--- src/rtl/uart_tx_buffered.sv ---
`default_nettype none
// ============================================================================
// Module   : uart_tx_buffered
// Brief    : UART transmitter fed by a word FIFO with run-time frame format.
// Revision : 1.0 - initial release
// ============================================================================
module uart_tx_buffered #(
    parameter int DATA_W = 9,
    parameter int DEPTH  = 16,
    parameter int DIV_W  = 16
) (
    input  logic                     clk,
    input  logic                     rst,
    input  logic                     uart_en,
    input  logic                     tx_en,
    input  logic                     n_parity_bits,
    input  logic                     parity_odd,
    input  logic [1:0]               n_stop_bits,
    input  logic [3:0]               n_data_bits,
    input  logic [DIV_W-1:0]         clk_divider,
    input  logic [DATA_W-1:0]        in_dat,
    input  logic                     in_vld,
    output logic                     in_rdy,
    output logic                     tx,
    output logic                     busy,
    output logic [$clog2(DEPTH):0]   fifo_level
);
    localparam int                c_AW    = $clog2(DEPTH);
    localparam logic [c_AW:0]     c_FULL  = (c_AW + 1)'(DEPTH);
    localparam logic [3:0]        c_DW4   = 4'(DATA_W);

    localparam logic [2:0] c_IDLE   = 3'd0;
    localparam logic [2:0] c_START  = 3'd1;
    localparam logic [2:0] c_DATA   = 3'd2;
    localparam logic [2:0] c_PARITY = 3'd3;
    localparam logic [2:0] c_STOP   = 3'd4;

    logic [DATA_W-1:0] r_mem [DEPTH];
    logic [c_AW-1:0]   r_wr_ptr, r_rd_ptr;
    logic [c_AW:0]     r_level;

    logic [2:0]        r_state, w_state_nxt;
    logic [DIV_W-1:0]  r_div, r_baud;
    logic [3:0]        r_bit, r_nbits, w_nbits_clamp;
    logic              r_nstop2, r_par_en, r_par_bit, r_tx, w_tx_nxt;
    logic [DATA_W-1:0] r_shift, w_shift_nxt, w_head_masked;
    logic              w_push, w_pop, w_can_start, w_tick, w_last_data, w_last_stop;

    assign in_rdy      = uart_en && (r_level < c_FULL);
    assign w_push      = in_vld && in_rdy;
    assign w_can_start = uart_en && tx_en && (r_level != '0);
    assign w_tick      = (r_baud == r_div);
    assign w_last_data = (r_bit == r_nbits - 4'd1);
    assign w_last_stop = (r_bit == {3'b000, r_nstop2});

    assign tx         = r_tx;
    assign busy       = (r_state != c_IDLE);
    assign fifo_level = r_level;

    always_ff @(posedge clk) begin
        if (w_push) begin
            r_mem[r_wr_ptr] <= in_dat;
        end
    end

    always_ff @(posedge clk or negedge rst) begin
        if (!rst) begin
            r_wr_ptr <= '0;
            r_rd_ptr <= '0;
            r_level  <= '0;
        end else if (!uart_en) begin
            r_wr_ptr <= '0;
            r_rd_ptr <= '0;
            r_level  <= '0;
        end else begin
            if (w_push) r_wr_ptr <= r_wr_ptr + 1'b1;
            if (w_pop)  r_rd_ptr <= r_rd_ptr + 1'b1;
            case ({w_push, w_pop})
                2'b10:   r_level <= r_level + 1'b1;
                2'b01:   r_level <= r_level - 1'b1;
                default: r_level <= r_level;
            endcase
        end
    end

    // Format inputs are sampled only when a word is popped, so they are
    // evaluated here against the live configuration.
    always_comb begin
        if (n_data_bits < 4'd5)       w_nbits_clamp = 4'd5;
        else if (n_data_bits > c_DW4) w_nbits_clamp = c_DW4;
        else                          w_nbits_clamp = n_data_bits;
        w_head_masked = r_mem[r_rd_ptr];
        for (int i = 0; i < DATA_W; i++) begin
            if (i >= int'(w_nbits_clamp)) w_head_masked[i] = 1'b0;
        end
    end

    always_ff @(posedge clk or negedge rst) begin
        if (!rst) begin
            r_state <= c_IDLE;
        end else begin
            r_state <= w_state_nxt;
        end
    end

    always_comb begin
        w_state_nxt = r_state;
        w_pop       = 1'b0;
        case (r_state)
            c_IDLE: begin
                if (w_can_start) begin
                    w_state_nxt = c_START;
                    w_pop       = 1'b1;
                end
            end
            c_START:  if (w_tick) w_state_nxt = c_DATA;
            c_DATA:   if (w_tick && w_last_data) w_state_nxt = r_par_en ? c_PARITY : c_STOP;
            c_PARITY: if (w_tick) w_state_nxt = c_STOP;
            c_STOP: begin
                if (w_tick && w_last_stop) begin
                    w_state_nxt = w_can_start ? c_START : c_IDLE;
                    w_pop       = w_can_start;
                end
            end
            default:  w_state_nxt = c_IDLE;
        endcase
        if (!uart_en) begin
            w_state_nxt = c_IDLE;
            w_pop       = 1'b0;
        end
    end

    // tx is registered from the next state so the line follows the FSM without lag.
    always_comb begin
        w_shift_nxt = r_shift;
        if (w_pop) begin
            w_shift_nxt = r_mem[r_rd_ptr];
        end else if (r_state == c_DATA && w_tick) begin
            w_shift_nxt = r_shift >> 1;
        end
        case (w_state_nxt)
            c_START:  w_tx_nxt = 1'b0;
            c_DATA:   w_tx_nxt = w_shift_nxt[0];
            c_PARITY: w_tx_nxt = r_par_bit;
            default:  w_tx_nxt = 1'b1;
        endcase
    end

    always_ff @(posedge clk or negedge rst) begin
        if (!rst) begin
            r_tx      <= 1'b1;
            r_shift   <= '0;
            r_baud    <= '0;
            r_bit     <= '0;
            r_div     <= '0;
            r_nbits   <= 4'd5;
            r_nstop2  <= 1'b0;
            r_par_en  <= 1'b0;
            r_par_bit <= 1'b0;
        end else begin
            r_tx    <= w_tx_nxt;
            r_shift <= w_shift_nxt;
            if (w_pop) begin
                r_div     <= clk_divider;
                r_nbits   <= w_nbits_clamp;
                r_nstop2  <= n_stop_bits[1];
                r_par_en  <= n_parity_bits;
                r_par_bit <= (^w_head_masked) ^ parity_odd;
            end
            if (r_state == c_IDLE || w_state_nxt != r_state) begin
                r_baud <= '0;
                r_bit  <= '0;
            end else if (w_tick) begin
                r_baud <= '0;
                r_bit  <= r_bit + 4'd1;
            end else begin
                r_baud <= r_baud + 1'b1;
            end
        end
    end
endmodule
`default_nettype wire

--- config.mk ---
export PLATFORM = sky130hd
export DESIGN_NAME = uart_tx_buffered
export DESIGN_NICKNAME = d
export VERILOG_FILES = /design/src/rtl/uart_tx_buffered.sv
export SDC_FILE = /design/constraint.sdc
export NUM_CORES = 1
export LEC_CHECK = 0
export BUFFER_PORTS_ARGS = -buffer_cell sky130_fd_sc_hd__buf_2
export CAP_MARGIN = 20
export CORE_ASPECT_RATIO = 0.8
export CORE_MARGIN = 10
export CORE_UTILIZATION = 50
export DETAILED_ROUTE_END_ITERATION = 7
export GPL_TIMING_DRIVEN = 0
export PLACE_DENSITY_LB_ADDON = 0.08
export REMOVE_ABC_BUFFERS = 1
export SLEW_MARGIN = 15
export SYNTH_ARGS = -nofsm -noshare
export SYNTH_HDL_FRONTEND = slang
export SYNTH_SLANG_ARGS = --single-unit
--- constraint.sdc ---
create_clock -name clk -period 4.6 [get_ports clk]
set_input_delay 0.92 -clock clk [delete_from_list [all_inputs] [get_ports clk]]
set_output_delay 0.92 -clock clk [all_outputs]
set_load 0.01 [all_outputs]
==> metrics.yaml <==
outcome: "finished clean"
cts_sinks: 213
synth.distinct_cells: 55
ctsHtreeMaxLevel: 1
place_ws_ns: -0.000112
post-route-period-util: 0.907
finalSetupTns_ns: 0
cts-root-buf: "clkbuf_16"
antenna_found_initial: 0
critical_path_arrival_ns: 4.55
p_int_mw: 3.82
worst_setup_path_start_kind: "register"
io_buffers: 44
dieWidth_um: 173
drt_wl_total_mm: 19.0
viasPerCell: 5.49
layout_min_cycle_time_ns: 4.17
grt_pass1_wl_mm: 29.9
power_frac_clock: 0.313
gp_congestion: 0.802
drive_above_1_share: 0.152
seqPwrFrac: 0.456
async_reset_ff_frac: 0.324
slowest_delay_ns: 0.45
synth_edf_count: 144
drtIter0Drc: 423
postSynthCellCount: 672
p_leak_nw: 4.03
fmax_mhz: 240
firstDrtPassIters: 5
final_cell_mix: "edfxtp_1, nand2_1, dfrtp_1"
syn_area_um2: 9390
vias: 5393
numCtsBuffers: 22
finalPower_mw: 5.31
initial_core_util: 0.514
rsz0062_at_grt: "no"
synth_seq_cells: 213
ys_warn_count: 0
clock_latency_ns: 0.51
ir_drop_uv: 371
placed_cells: 943
cp.required_ns: 4.98
fp.dieH_um: 143
skew_ns: 0.0138
critical_path_class: "register to register"
grt_pass1_vias: 5351
fin_ws_ns: 0.430
clk_path_buf_depth: 3
final-setup-viol-count: 0
clk_pin_slew_ns: 0.06
post-dp-hpwl_mm: 12.8
cp_common_cell: "nor2b_1"
grt_max_degree: 42
wl_per_cell_um: 19.3
hp-class: "primary input to asynchronous set/reset pin"
core_um2: 18300
synth_area_leaders: "edfxtp_1, dfrtp_1, mux2i_1"
post-route-util: 0.576
syn_avg_cell_area_um2: 14.0
tightest_slew_ns: 1.03
dieArea_um2: 24700
grt_overflow_total: 0
antenna_left: 0
n_antenna_cell: 0
drv_cap: 0
nets: 765
whs_ns: 0.370
cts_hold_buf: 0
crit_path_end_kind: "register"
cp.buffers_inverters: 3
final_area_um2: 10500
yosys.area.top_type: "edfxtp_1"
comb_power_share: 0.230
finalHoldViolCount: 0
final_common_cell: "edfxtp_1"
crit_path_top_delay_cell: "dfrtp_1"
worstPathMaxFanout: 41
grt_util_all_layers: 0.153
power.density_nw_per_um2: 505
p_sw_frac: 0.280
p_sw_mw: 1.49
crit_chain: "xor2_1 > nor4_1 > nand4_1 > o21ai_1 > nand2_2 > buf_12 > clkinv_1 > nand2_1 > inv_1 > ha_1 > nor2b_1 > o21ai_0 > nand2b_1 > a221oi_1 > nor2b_1"
cts_tree: "yes"
rows: 44
syn_to_final_growth_pct: 12.1
crit_family: "simple AND/OR/NAND/NOR gates"
ys.flop_type: "edfxtp_1"
remaining_drc_errors: 0
seq_area_frac_synth: 0.645
io_pins: 46
relSlewSlack: 0.311
synth_top_area_share: 0.461
layout.cells.non_filler: 983
place_area_um2: 9840
report.final.slew_viol_count: 0
worst paths after layout:
| path | from | depth (start not counted) | slack (ns) | end |
|---|---|---|---|---|
| max in group asynchronous | rst | 2 | 3.66 | r_rd_ptr[0] |
| worst max-delay path | r_baud[1] | 15 | 0.43 | fifo_level[4] |
| worst min register to register | r_div[0] | 2 | 0.50 | r_div[0] |
| worst max register to register | r_baud[1] | 15 | 0.43 | fifo_level[4] |
| min in group clk | r_div[0] | 2 | 0.50 | r_div[0] |
| worst min-delay path | rst | 1 | 0.37 | r_baud[9] |
logic make-up (layout without fill, tap and decap cells):
kind of cell | count (synthesis) | after routing | synth area share
muxes | 69 | 69 | 0.0993
buffers and inverters | 46 | 104 | 0.0253
DFF | 213 | 213 | 0.645
and+or+nand+nor | 201 | 201 | 0.101
xor gates and xnor gates | 54 | 54 | 0.0533
AOI/OAI and AO/OA | 77 | 77 | 0.0589
adders and majority gates | 12 | 12 | 0.0168
area by class of cell:
class	count	area (µm²)
Inverter	16	60.1
Clock buffer	33	613
Clock inverter	6	63.8
Multi-Input combinational cell	413	3100
Sequential cell	213	6060
Timing Repair Buffer	49	313
Tap cell	253	317
Fill cell	1469	7750
metal layers:
layer / track usage / part of all wire
met5: 0 / 0
met4: 0.0322 / 0.013
met3: 0.0289 / 0.050
met2: 0.233 / 0.44
met1: 0.224 / 0.49
registers in the layout (all words and copies together) (netlist names):
signal	flops
r_rd_ptr	4
r_wr_ptr	4
r_par_en	1
r_nstop2	1
r_nbits	4
r_bit	4
fifo_level	5
r_baud	16
r_state	3
r_shift	9
r_div	16
r_mem	144
r_par_bit	1
tx	1
power groups by stage:
stage	clock network, mW	logic, mW	registers (mW)
after floorplan	0	0.875	2.47
final	1.66	1.22	2.42
after detailed placement	0	1.23	2.46
after global routing	1.79	1.36	2.45
after CTS	1.70	1.23	2.43
after global placement	0	1.13	2.53
synthesized netlist by cell type (all sizes together) (2+ instances only):
master,number
or3,4
clkbuf,15
nand3,17
nand2b,2
inv,14
a211oi,2
nor3b,2
a21o,2
nand4,6
a21oi,18
mux4,19
a22oi,7
nand2,76
xor2,30
clkinv,2
xnor3,2
mux2,3
dfrtp,66
nor2,40
xnor2,22
and2,23
nor2b,10
or4,2
o21ai,17
ha,11
dfstp,3
o211ai,3
nor4,7
o21a,2
mux2i,47
buf,15
and3,4
a221oi,19
edfxtp,144
nor3,4
timing repair:
action,4_1_cts,5_1_grt
buffers inserted,1,0
endpoints found under the setup margin,1,0
gates resized for setup,0,0
(Power assumes the default switching activity.)
